--- src/rtl/traffic_pkg.sv ---
// Shared types for the N-approach traffic-light controller: lamp codes,
// phase encoding and the lamp-vector packing helper.
package traffic_pkg;

  localparam int unsigned MAX_DIR    = 8;
  localparam int unsigned LAMP_VEC_W = 2 * MAX_DIR;

  localparam logic [1:0] LAMP_RED       = 2'b00;
  localparam logic [1:0] LAMP_YELLOW    = 2'b01;
  localparam logic [1:0] LAMP_GREEN     = 2'b10;
  localparam logic [1:0] LAMP_BLINK_RED = 2'b11;

  typedef enum logic [1:0] {
    PH_GREEN  = 2'd0,
    PH_YELLOW = 2'd1,
    PH_ALLRED = 2'd2,
    PH_FLASH  = 2'd3
  } phase_e;

  // Write one 2-bit lamp code into slot dir of a maximum-width lamp vector.
  function automatic logic [LAMP_VEC_W-1:0] put_lamp(input logic [LAMP_VEC_W-1:0] vec,
                                                     input int unsigned           dir,
                                                     input logic [1:0]            code);
    logic [LAMP_VEC_W-1:0] v;
    v = vec;
    v[2*dir +: 2] = code;
    return v;
  endfunction

endpackage

--- src/rtl/traffic_light_ctrl_if.sv ---
// Demand inputs and lamp/status outputs of the traffic-light controller.
// master = sensor/monitor side, slave = controller.
interface traffic_light_ctrl_if #(
  parameter int unsigned NUM_DIR = 2
) ();
  localparam int unsigned IDX_W = $clog2(NUM_DIR);

  logic [NUM_DIR-1:0]   sense;
  logic                 flash_req;
  logic [2*NUM_DIR-1:0] car_light;
  logic [2*NUM_DIR-1:0] ped_light;
  logic [IDX_W-1:0]     active_dir;
  logic [1:0]           phase;

  modport master (
    output sense, flash_req,
    input  car_light, ped_light, active_dir, phase
  );

  modport slave (
    input  sense, flash_req,
    output car_light, ped_light, active_dir, phase
  );
endinterface

--- src/rtl/traffic_light_ctrl_rr_pick.sv ---
// Rotating-priority search: first set req bit starting at base, wrapping
// around once. grant falls back to base when nothing is requested.
module rr_pick #(
  parameter  int unsigned N  = 2,
  localparam int unsigned IW = (N > 1) ? $clog2(N) : 1
) (
  input  logic [N-1:0]  req,
  input  logic [IW-1:0] base,
  output logic [IW-1:0] grant,
  output logic          any_req
);

  int unsigned idx_s;

  always_comb begin
    grant   = base;
    any_req = 1'b0;
    idx_s   = 0;
    for (int unsigned k = 0; k < N; k++) begin
      idx_s = 32'(base) + k;
      if (idx_s >= N) idx_s = idx_s - N;
      if (!any_req && req[idx_s]) begin
        grant   = IW'(idx_s);
        any_req = 1'b1;
      end
    end
  end

endmodule

--- src/rtl/traffic_light_ctrl.sv ---
// N-approach traffic-light controller: round-robin service of latched demand,
// GREEN -> YELLOW -> ALLRED handover, and a night-flash mode entered via clearance.
module traffic_light_ctrl
  import traffic_pkg::*;
#(
  parameter int unsigned NUM_DIR   = 2,
  parameter int unsigned GREEN_MIN = 14,
  parameter int unsigned YELLOW_T  = 5,
  parameter int unsigned ALLRED_T  = 3
) (
  input  logic                  CLK,
  input  logic                  RST,
  traffic_light_ctrl_if.slave   bus
);

  localparam int unsigned IDX_W  = $clog2(NUM_DIR);
  localparam int unsigned LAMP_W = 2 * NUM_DIR;
  localparam int unsigned MAX_GY = (GREEN_MIN > YELLOW_T) ? GREEN_MIN : YELLOW_T;
  localparam int unsigned MAX_T  = (MAX_GY > ALLRED_T) ? MAX_GY : ALLRED_T;
  localparam int unsigned CNT_W  = ($clog2(MAX_T) > 0) ? $clog2(MAX_T) : 1;

  localparam logic [CNT_W-1:0] GREEN_LAST  = CNT_W'(GREEN_MIN - 1);
  localparam logic [CNT_W-1:0] YELLOW_LAST = CNT_W'(YELLOW_T - 1);
  localparam logic [CNT_W-1:0] ALLRED_LAST = CNT_W'(ALLRED_T - 1);

  if (NUM_DIR < 2 || NUM_DIR > MAX_DIR) begin : g_bad_num_dir
    $error("traffic_light_ctrl: NUM_DIR must be in 2..8");
  end
  if (GREEN_MIN < 1) begin : g_bad_green
    $error("traffic_light_ctrl: GREEN_MIN must be >= 1");
  end
  if (YELLOW_T < 1) begin : g_bad_yellow
    $error("traffic_light_ctrl: YELLOW_T must be >= 1");
  end
  if (ALLRED_T < 1) begin : g_bad_allred
    $error("traffic_light_ctrl: ALLRED_T must be >= 1");
  end

  phase_e              phase_q,     phase_d;
  logic [IDX_W-1:0]    active_q,    active_d;
  logic [CNT_W-1:0]    cnt_q,       cnt_d;
  logic [NUM_DIR-1:0]  pending_q,   pending_d;
  logic [LAMP_W-1:0]   car_light_q, car_light_d;
  logic [LAMP_W-1:0]   ped_light_q, ped_light_d;

  logic [NUM_DIR-1:0]  act_mask;
  logic [NUM_DIR-1:0]  tgt_mask;
  logic [IDX_W-1:0]    search_base;
  logic [IDX_W-1:0]    grant;
  logic                others_pending;
  logic [IDX_W-1:0]    target;

  // Lamp decode for a given phase and owning direction; {ped, car}.
  function automatic logic [2*LAMP_W-1:0] decode(input phase_e           ph,
                                                 input logic [IDX_W-1:0] act);
    logic [LAMP_W-1:0] car;
    logic [LAMP_W-1:0] ped;
    logic [1:0]        cc;
    logic [1:0]        pc;
    logic              is_act;
    car = '0;
    ped = '0;
    for (int unsigned i = 0; i < NUM_DIR; i++) begin
      is_act = (IDX_W'(i) == act);
      cc     = LAMP_RED;
      pc     = LAMP_RED;
      case (ph)
        PH_GREEN: begin
          cc = is_act ? LAMP_GREEN : LAMP_RED;
          pc = is_act ? LAMP_RED   : LAMP_GREEN;
        end
        PH_YELLOW: begin
          cc = is_act ? LAMP_YELLOW : LAMP_RED;
          pc = is_act ? LAMP_RED    : LAMP_BLINK_RED;
        end
        PH_ALLRED: begin
          cc = LAMP_RED;
          pc = is_act ? LAMP_RED : LAMP_BLINK_RED;
        end
        PH_FLASH: begin
          cc = LAMP_BLINK_RED;
          pc = LAMP_RED;
        end
      endcase
      car = LAMP_W'(put_lamp(LAMP_VEC_W'(car), i, cc));
      ped = LAMP_W'(put_lamp(LAMP_VEC_W'(ped), i, pc));
    end
    return {ped, car};
  endfunction

  always_comb begin
    act_mask = '0;
    tgt_mask = '0;
    for (int unsigned i = 0; i < NUM_DIR; i++) begin
      act_mask[i] = (IDX_W'(i) == active_q);
      tgt_mask[i] = (IDX_W'(i) == target);
    end
  end

  assign search_base = (active_q == IDX_W'(NUM_DIR - 1)) ? '0 : active_q + IDX_W'(1);

  // Search starts after the active direction; its own request is masked out.
  rr_pick #(.N(NUM_DIR)) u_rr_pick (
    .req     (pending_q & ~act_mask),
    .base    (search_base),
    .grant   (grant),
    .any_req (others_pending)
  );

  assign target = others_pending ? grant : active_q;

  always_comb begin
    phase_d   = phase_q;
    active_d  = active_q;
    cnt_d     = cnt_q;
    pending_d = pending_q | (bus.sense & ~((phase_q == PH_GREEN) ? act_mask : '0));

    case (phase_q)
      PH_GREEN: begin
        if (cnt_q == GREEN_LAST) begin
          if (others_pending || bus.flash_req) begin
            phase_d = PH_YELLOW;
            cnt_d   = '0;
          end
        end else begin
          cnt_d = cnt_q + CNT_W'(1);
        end
      end
      PH_YELLOW: begin
        if (cnt_q == YELLOW_LAST) begin
          phase_d = PH_ALLRED;
          cnt_d   = '0;
        end else begin
          cnt_d = cnt_q + CNT_W'(1);
        end
      end
      PH_ALLRED: begin
        if (cnt_q == ALLRED_LAST) begin
          cnt_d = '0;
          if (bus.flash_req) begin
            phase_d = PH_FLASH;
          end else begin
            phase_d   = PH_GREEN;
            active_d  = target;
            pending_d = pending_d & ~tgt_mask;
          end
        end else begin
          cnt_d = cnt_q + CNT_W'(1);
        end
      end
      PH_FLASH: begin
        cnt_d = '0;
        if (!bus.flash_req) phase_d = PH_ALLRED;
      end
    endcase

    {ped_light_d, car_light_d} = decode(phase_d, active_d);
  end

  always_ff @(posedge CLK) begin
    if (RST) begin
      phase_q                    <= PH_GREEN;
      active_q                   <= '0;
      cnt_q                      <= '0;
      pending_q                  <= '0;
      {ped_light_q, car_light_q} <= decode(PH_GREEN, '0);
    end else begin
      phase_q     <= phase_d;
      active_q    <= active_d;
      cnt_q       <= cnt_d;
      pending_q   <= pending_d;
      car_light_q <= car_light_d;
      ped_light_q <= ped_light_d;
    end
  end

  assign bus.car_light  = car_light_q;
  assign bus.ped_light  = ped_light_q;
  assign bus.active_dir = active_q;
  assign bus.phase      = phase_q;

endmodule

--- src/flat_wrapper.sv ---
// flat-port wrapper written by rule: the top's interface ports become plain ports
module traffic_light_ctrl_flat import traffic_pkg::*;
#(
  parameter int unsigned NUM_DIR   = 2,
  parameter int unsigned GREEN_MIN = 14,
  parameter int unsigned YELLOW_T  = 5,
  parameter int unsigned ALLRED_T  = 3
)
  (CLK, RST, bus_sense, bus_flash_req, bus_car_light, bus_ped_light, bus_active_dir, bus_phase);
  traffic_light_ctrl_if #(.NUM_DIR(NUM_DIR)) bus_i ();
  input  logic CLK;
  input  logic RST;
  input wire logic [$bits(bus_i.sense)-1:0] bus_sense;
  input wire logic [$bits(bus_i.flash_req)-1:0] bus_flash_req;
  output wire logic [$bits(bus_i.car_light)-1:0] bus_car_light;
  output wire logic [$bits(bus_i.ped_light)-1:0] bus_ped_light;
  output wire logic [$bits(bus_i.active_dir)-1:0] bus_active_dir;
  output wire logic [$bits(bus_i.phase)-1:0] bus_phase;
  assign bus_i.sense = bus_sense;
  assign bus_i.flash_req = bus_flash_req;
  assign bus_car_light = bus_i.car_light;
  assign bus_ped_light = bus_i.ped_light;
  assign bus_active_dir = bus_i.active_dir;
  assign bus_phase = bus_i.phase;
  traffic_light_ctrl #(.NUM_DIR(NUM_DIR), .GREEN_MIN(GREEN_MIN), .YELLOW_T(YELLOW_T), .ALLRED_T(ALLRED_T)) u_core (.CLK(CLK), .RST(RST), .bus(bus_i));
endmodule
--- config.mk ---
export PLATFORM = sky130hd
export DESIGN_NAME = traffic_light_ctrl_flat
export DESIGN_NICKNAME = d
export VERILOG_FILES = /design/src/rtl/traffic_pkg.sv /design/src/rtl/traffic_light_ctrl_if.sv /design/src/rtl/traffic_light_ctrl_rr_pick.sv /design/src/rtl/traffic_light_ctrl.sv /design/src/flat_wrapper.sv
export SDC_FILE = /design/constraint.sdc
export NUM_CORES = 1
export LEC_CHECK = 0
export CORE_ASPECT_RATIO = 0.75
export CORE_MARGIN = 1
export CORE_UTILIZATION = 40
export DETAILED_ROUTE_END_ITERATION = 7
export SLEW_MARGIN = 0
export SYNTH_ARGS = -nofsm -noshare
export SYNTH_HDL_FRONTEND = slang
export SYNTH_SLANG_ARGS = --single-unit
--- constraint.sdc ---
create_clock -name CLK -period 3.9 [get_ports CLK]
set_clock_uncertainty 0.1 [all_clocks]
set_input_delay 0.78 -clock CLK [delete_from_list [all_inputs] [get_ports CLK]]
set_output_delay 0.78 -clock CLK [all_outputs]
set_load 0.02 [all_outputs]
# Yosys cells after proc, flatten, opt, wreduce, memory -nomap -nowiden
# Index checks and enable logic that the tools add are counted.
[classes] add_sub_neg=5 n_lt_le_gt_ge=4 n_eq_ne=10 mux=41 bitwise=9 n_reduce_logical=6
[op_table] operator="32-bit by 2-bit < comparator with 1-bit output (second input constant)" count=2
[op_table] operator="32-bit 2-to-1 mux" count=2
[op_table] operator="2-bit 2-to-1 mux" count=14
[op_table] operator="2-bit case mux with 4 select lines" count=3
[op_table] operator="4-bit 2-to-1 mux" count=4
[op_table] operator="4-bit case mux with 4 select lines" count=1
[op_table] operator="1-bit 2-to-1 mux" count=15
[op_table] operator="2-bit case mux with 3 select lines" count=2
[op_table] operator="2-bit equality test (second input constant)" count=4
[op_table] operator="2-bit bitwise AND" count=3
[op_table] operator="2-bit inverter" count=3
[op_table] operator="4-bit by 1-bit adder with 4-bit output (second input constant)" count=1
[op_table] operator="2-bit by 1-bit equality test with 1-bit output (second input constant)" count=2
[op_table] operator="4-bit by 2-bit equality test with 1-bit output (second input constant)" count=1
[op_table] operator="4-bit by 3-bit equality test with 1-bit output (second input constant)" count=1
[op_table] operator="4-bit equality test (second input constant)" count=1
[op_table] operator="2-bit zero test" count=2
[op_table] operator="3-bit != test (second input constant)" count=1
[op_table] operator="1-bit by 2-bit subtractor with 3-bit output (second input constant)" count=1
[op_table] operator="2-bit by 2-bit subtractor with 3-bit output (second input constant)" count=1
[op_table] operator="1-bit by 1-bit adder with 2-bit output (second input constant)" count=1
[op_table] operator="1-bit by 2-bit greater-or-equal comparator with 1-bit output (second input constant)" count=1
[op_table] operator="2-bit greater-or-equal comparator (second input constant)" count=1
[op_table] operator="1-bit inverter" count=2
[op_table] operator="6 further kinds" count=6
[totals] ff_bits=17 out_inout_bits=11 elab_cells=81

# Longest topological paths before layout
# Gate-level depths: netlist (run 1).
[logic_depth] word_depth=17 mapped_depth=9 depth_no_buf=9

# Cells and area by module
# Synthesis (run 1) repeated with hierarchy kept, for this count alone.
[unflattened] cells_unflattened=111 area_unflattened_um2=980.9
[by_module_without_submodules] module="traffic_light_ctrl" instances=1 cells_each=107 area_per_inst_um2=962.2
[by_module_without_submodules] module="rr_pick" instances=1 cells_each=4 area_per_inst_um2=18.8

# Worst setup path before layout (run 1)
# Ideal clock, no wire load.
[synth_timing] kind="flip-flop to flip-flop" start="register u_core.cnt_q[0]" end="register u_core.ped_light_q[3] (netlist: u_core.bus.ped_light[3])" setup_ns=0.134 t_arrival_ns=1.798 required_time_ns=3.666 path_slack_ns=1.869 path_stages_with_launch=9 period_less_slack_ns=2.031 cell_sequence="dfxtp_1 > inv_1 > ha_1 > nor3b_1 > nand2b_1 > a22oi_1 > ha_1 > nor2_1 > o31ai_1"
[synth_between] elab_chain_cells=6 elab_cells_between_ends=17 cone_classes="eq/ne (6); mux (9); reduce/logical (2)"
[synth_lines] element="start: declaration" line="traffic_light_ctrl.sv:41" text="logic [CNT_W-1:0] cnt_q, cnt_d;"
[synth_lines] element="start signal: assignment" line="traffic_light_ctrl.sv:170" text="cnt_q <= cnt_d;"
[synth_lines] element="4-bit by 2-bit equality test with 1-bit output (tied with other cells)" line="traffic_light_ctrl.sv:138" text="if (cnt_q == ALLRED_LAST) begin"
[synth_lines] element="2-bit 2-to-1 mux, on equally long branches" line="traffic_light_ctrl.sv:138, traffic_light_ctrl.sv:120, traffic_light_ctrl.sv:130"
[synth_lines] element="2-bit case mux with 4 select lines" line="traffic_light_ctrl.sv:118" text="case (phase_q)"
[synth_lines] element="2-bit by 1-bit equality test with 1-bit output or 2-bit equality test (tied branches)" line="traffic_light_ctrl.sv:67" text="case (ph)"
[synth_lines] element="2-bit OR reduction (no source line)"
[synth_lines] element="2-bit case mux with 3 select lines *" line="traffic_light_ctrl.sv:67"
[synth_lines] element="end signal: assignment" line="traffic_light_ctrl.sv:166" text="{ped_light_q, car_light_q} <= decode(PH_GREEN, '0);"
[synth_lines] element="end signal: assignment" line="traffic_light_ctrl.sv:173" text="ped_light_q <= ped_light_d;"
[synth_lines] element="end: declaration" line="traffic_light_ctrl.sv:44" text="logic [LAMP_W-1:0] ped_light_q, ped_light_d;"
# Mark *: on every way between the ends. The rest lies on a longest branch, timed or not.
# A chain may end at the register's enable or synchronous reset.

# Worst setup path in the final report (run 1)
[layout_timing] start="register u_core.phase_q[0] (netlist: u_core.bus.phase[0])" end="output port bus_phase[0]"
[layout_rtl] element="start: declaration" line="traffic_light_ctrl.sv:39" text="phase_e phase_q, phase_d;"
[layout_rtl] element="start signal: assignment" line="traffic_light_ctrl.sv:168" text="phase_q <= phase_d;"
[layout_rtl] element="end: declaration" line="flat_wrapper.sv:18" text="output wire logic [$bits(bus_i.phase)-1:0] bus_phase;"
# No word-level cell between the ends.

==> results of run 1 <==
registers in the layout (all words and copies together) (netlist names):
register,count
u_core.bus.ped_light,4
u_core.bus.phase,2
u_core.bus.car_light,4
u_core.pending_q,2
u_core.bus.active_dir,1
u_core.cnt_q,4
power by group through the flow:
stage / clock (µW) / combinational [µW] / sequential (µW)
after floorplan: 0 / 20.5 / 183
after global placement: 0 / 27.6 / 185
after detailed placement: 0 / 28.0 / 185
after CTS: 97.0 / 28.3 / 181
after global routing: 104 / 31.7 / 182
final: 92.0 / 28.3 / 181
layer usage:
layer | track usage [%] | share of wire, %
met1 | 24.77 | 53
met2 | 23.29 | 42
met3 | 5.672 | 4.3
met4 | 1.463 | 0
met5 | 0 | 0
final timing paths:
kind,start,to,slack (ns)
min reg2reg,u_core.pending_q[1],u_core.pending_q[1],0.41
max,u_core.bus.phase[0],bus_phase[0],1.38
max reg2reg,u_core.cnt_q[0],u_core.bus.car_light[0],1.54
min,u_core.pending_q[1],u_core.pending_q[1],0.41
cells in the mapped netlist, drive strengths merged:
library cell and number:
inv 9, nand3 1, o31ai 4, o41a 1
a22oi 2, and4b 1, and2b 1, mux2i 1
o22ai 1, nor3 5, buf 2, nor4 1
a211oi 3, dfxtp 17, nor4b 1, nor2 10
nand4 1, nor3b 1, xnor2 1, and3b 1
clkbuf 1, o21ai 5, ha 7, nor2b 1
o22a 1, a21o 1, nand2 6, nand3b 2
a21oi 2, o311ai 1, nand2b 2, a2bb2oi 1
a31oi 1, nand4bb 1, xor2 1
metrics by stage:
step / cell area (µm²) / cells / power (µW) / hold slack [ns]
5_1_grt: 1107 / 137 / 318.1 / 0.4867
3_3_place_gp: 1081 / 133 / 212.7 / 0.3997
3_5_place_dp: 1081 / 133 / 213.2 / 0.4028
2_1_floorplan: 914.6 / 97 / 203.7 / 0.3829
6_report: 1107 / 137 / 301.4 / 0.4123
4_1_cts: 1107 / 137 / 306.4 / 0.4155
cells by family after synthesis:
family,synth area share [%]
simple gates,25.58
compound gates,19.43
fa+ha+maj,9.575
buf+inv,5.198
flops,37.21
mux,1.094
xor+xnor,1.916
cell type report:
cell class	count	area, µm²
Inverter	9	33.78
Tap cell	24	30.03
Timing Repair Buffer	15	150.1
Fill cell	199	977.2
Multi-Input combinational cell	68	526.8
Sequential cell	17	340.3
Clock buffer	4	26.28
==> reports/qor.csv, run 1 <==
metric,value,unit
p_sw,71.20,µW
clockBufferDepth,2,
core_region_area,2085,µm²
syn_avg_cell_area,9.429,µm²
clk_pin_slew,0.09,ns
setup_viol,0,
final_common_cell,dfxtp_1,
min_period,2.520,ns
critPathRequiredTime,3.02,ns
synth_top_area_share,37.21,%
tritoncts,done,
utilization,53.12,%
area_delta_synth_final,21.07,%
ant_nets,0,
dp_hpwl,1355,µm
syn_inst,97,
gr-total-overflow,0,
grt_pass1_wl,3132,µm
cpMaxStageDelayCell,clkdlybuf4s50_1,
postCtsSetupBuffers,0,
critical_path_class,register to primary output,
grt_util_all_layers,16.40,%
ys_warn_count,0,
finalHoldViolations,0,
p_leak,0.0004323,µW
grt_max_degree,15,
power_per_cell_area,272.2,nW/µm²
drc_errors,4,
fin_nets,126,
syn_area,914.6,µm²
cp-end-kind,primary output,
fmax,396.9,MHz
cp.arrival,1.64,ns
synthDistinctLibCells,39,
hold_class,register to register,
slew_viol_final,0,
die_w,57.22,µm
dr.pass1.iters,6,
violations,design-rule violations,
die-area,2484,µm²
setup_slack,1.380,ns
fin_crit_sh,64.60,%
clockPowerShare,30.5,%
drt-total-wl,1876,µm
critPathBufInv,1,
wire_per_inst,13.69,µm
antenna_found_initial,0,
holdBufCountCts,0,
comb_power_share,9.4,%
mostFrequentLayoutCells,"dfxtp_1, clkdlybuf4s50_1, inv_1, nor2_1, ha_1",
insertion_delay,0.29,ns
drtIter0Drc,42,
insertedDiodeCount,0,
grt_setup_unrepaired,false,
synth.largest_area_cell,dfxtp_1,
reg2regPathDepth,9,
sw_frac_of_total,23.63,%
worstPathCellList,clkdlybuf4s50_1,
pre_cts_slack,1.144,ns
synth_fp_nets,109,
max_cap_violations,0,
synthTopCellsByArea,"dfxtp_1, ha_1, inv_1, nor2_1, o31ai_1",
rows,14,
yosysSeqAreaShare,37.21,%
synth_seq_cells,17,
cts_root_buffer,clkbuf_4,
grt_pass1_vias,645,
die_h,43.41,µm
tightestPinTransition,0.5240,ns
ios,16,
ir_worst_vdd,175.1,µV
via_per_inst,5.343,
relSlewSlack,64.92,%
crit_path_max_fanout,14,
crit_cells,1,
cp-start-kind,register,
setup-tns-final,0,ns
cts_resized,0,
max_stage_delay,0.70,ns
cts_sinks,17,
finalWeightedCongestion,0.8502,
status,finished with violations,
path_delay_family,buffers and inverters,
drive_gt1_share,10.62,%
seq_power_share,60.1,%
cts.htree.levels,1,
start_util,43.88,%
port-buffer-count,15,
vias,732,
internal_power,230.2,µW
hold_path_depth,2,
cts_made_buffers,3,
(Power assumes the default switching activity.)
==> inputs of run 2 (changes only) <==
- clock period: 3.9 -> 2.4 ns (I/O delays scaled with it)
==> reports/qor.csv, run 2 (synthesis results as in run 1) <==
metric,value,unit,change
crit_start,u_core.bus.phase[0],,
grt_util_all_layers,17.25,%,+0.85 points
relSlewSlack,64.18,%,-0.74 points
path_delay_family,buffers and inverters,,
insertedDiodeCount,0,,unchanged
vias,749,,+2.3%
tritoncts,done,,
drc_errors,4,,unchanged
ios,16,,unchanged
cp-end-kind,primary output,,
ff2ff_setup_slack,0.27,ns,-1.27 ns
fin_crit_sh,94.06,%,
mostFrequentLayoutCells,"dfxtp_1, clkdlybuf4s50_1, inv_1",,
max_stage_delay,0.71,ns,about the same
worstHoldStart,u_core.pending_q[1],,
grt_setup_unrepaired,false,,
core_region_area,2085,µm²,unchanged
grt_max_degree,15,,unchanged
final_common_cell,dfxtp_1,,
drtIter0Drc,28,,-33%
wire_per_inst,13.04,µm,-4.8%
multi_input_area,539.3,µm²,+2.4%
critical_path_class,register to primary output,,
cp.arrival,1.68,ns,+0.04 ns
hold_class,register to register,,
critPathBufInv,1,,unchanged
status,finished with violations,,
min_period,2.257,ns,
final_cell_area,1151,µm²,+4.0%
port-buffer-count,15,,unchanged
dr.pass1.iters,6,,unchanged
placed_area,1111,µm²,+2.8%
area_delta_synth_final,25.85,%,
fmax,443.0,MHz,
power_per_cell_area,438.2,nW/µm²,+61%
insertion_delay,0.29,ns,about the same
cpMaxStageDelayCell,clkdlybuf4s50_1,,
cts_root_buffer,clkbuf_4,,
die_w,57.22,µm,unchanged
dp_hpwl,1348,µm,-0.56%
p_leak,0.0004597,µW,+6.3%
cts_resized,0,,unchanged
finalWeightedCongestion,0.8416,,-1.0%
max_cap_violations,0,,unchanged
fillCellCount,199,,unchanged
setup-tns-final,0,ns,unchanged
crit_path_max_fanout,14,,unchanged
grt_pass1_vias,669,,+3.7%
holdBufCountCts,0,,unchanged
critPathRequiredTime,1.82,ns,-1.20 ns
slew_viol_final,0,,unchanged
violations,design-rule violations,,
die-area,2484,µm²,unchanged
cts_made_buffers,3,,unchanged
die_h,43.41,µm,unchanged
ir_worst_vdd,214.5,µV,+22%
cp-start-kind,register,,
drt-total-wl,1838,µm,-2.0%
tightestPinTransition,0.5350,ns,+0.01100 ns
clk_pin_slew,0.11,ns,+0.02 ns
fin_nets,130,,+3.2%
worstPathCellList,clkdlybuf4s50_1,,
cts.htree.levels,1,,unchanged
rows,14,,unchanged
via_per_inst,5.312,,-0.58%
antenna_found_initial,0,,unchanged
setup_slack,0.1427,ns,-1.238 ns
pre_cts_slack,0.09447,ns,-1.049 ns
setup_viol,0,,unchanged
r2r_start,u_core.cnt_q[0],,
start_util,43.88,%,unchanged
drive_gt1_share,17.09,%,+6.5 points
grt_pass1_wl,3284,µm,+4.9%
gr-total-overflow,0,,unchanged
clockBufferDepth,2,,unchanged
final-seq-area,340.3,µm²,unchanged
cts_sinks,17,,unchanged
postCtsSetupBuffers,0,,unchanged
ant_nets,0,,unchanged
finalHoldViolations,0,,unchanged
## run 2: metal layers
metal  vias up  global-route usage [%]  part of all wire [%]
li1        388                       -                     -
met4         0                   4.878                  0.71
met3         2                   5.970                   5.1
met2        17                   23.53                    39
met1       342                   25.56                    55
met5         -                       0                     0
## run 2: cell type report
cell class                      instances  area share (%)
Sequential cell                        17           29.57
Clock buffer                            3           1.957
Tap cell                               24           2.609
Inverter                                9           2.935
Timing Repair Buffer                   19           15.65
Clock inverter                          1          0.4348
Multi-Input combinational cell         68           46.85
## run 2: power breakdown
group | switching, µW | internal (µW) | total [µW]
Sequential | 5.10 | 288 | 293
Clock | 94.5 | 62.0 | 156
Combinational | 27.5 | 27.6 | 55.1
## run 2: worst paths after layout
| path | to | cells after the start |
|---|---|---|
| worst max-delay path | bus_phase[0] | 1 |
| worst min-delay path | u_core.pending_q[1] | 2 |
| worst max register to register | u_core.bus.car_light[0] | 9 |
| worst min register to register | u_core.pending_q[1] | 2 |
## run 2: stage by stage
stage / hold slack (ns) / utilization (%) / cells / total power, µW
2_1_floorplan: 0.3829 / - / 97 / 331.0
3_3_place_gp: 0.4232 / 53.30 / 137 / 352.9
3_5_place_dp: 0.4067 / 53.30 / 137 / 353.3
4_1_cts: 0.4198 / 54.62 / 141 / 507.4
5_1_grt: 0.4426 / 55.22 / 141 / 530.6
6_report: 0.4167 / 55.22 / 141 / 504.4
==> inputs of run 3 (changes only) <==
- CTS_CLUSTER_SIZE: default -> 30
==> results of run 3 <==
No change in the layout: final DEF, timing and power equal those of run 2.
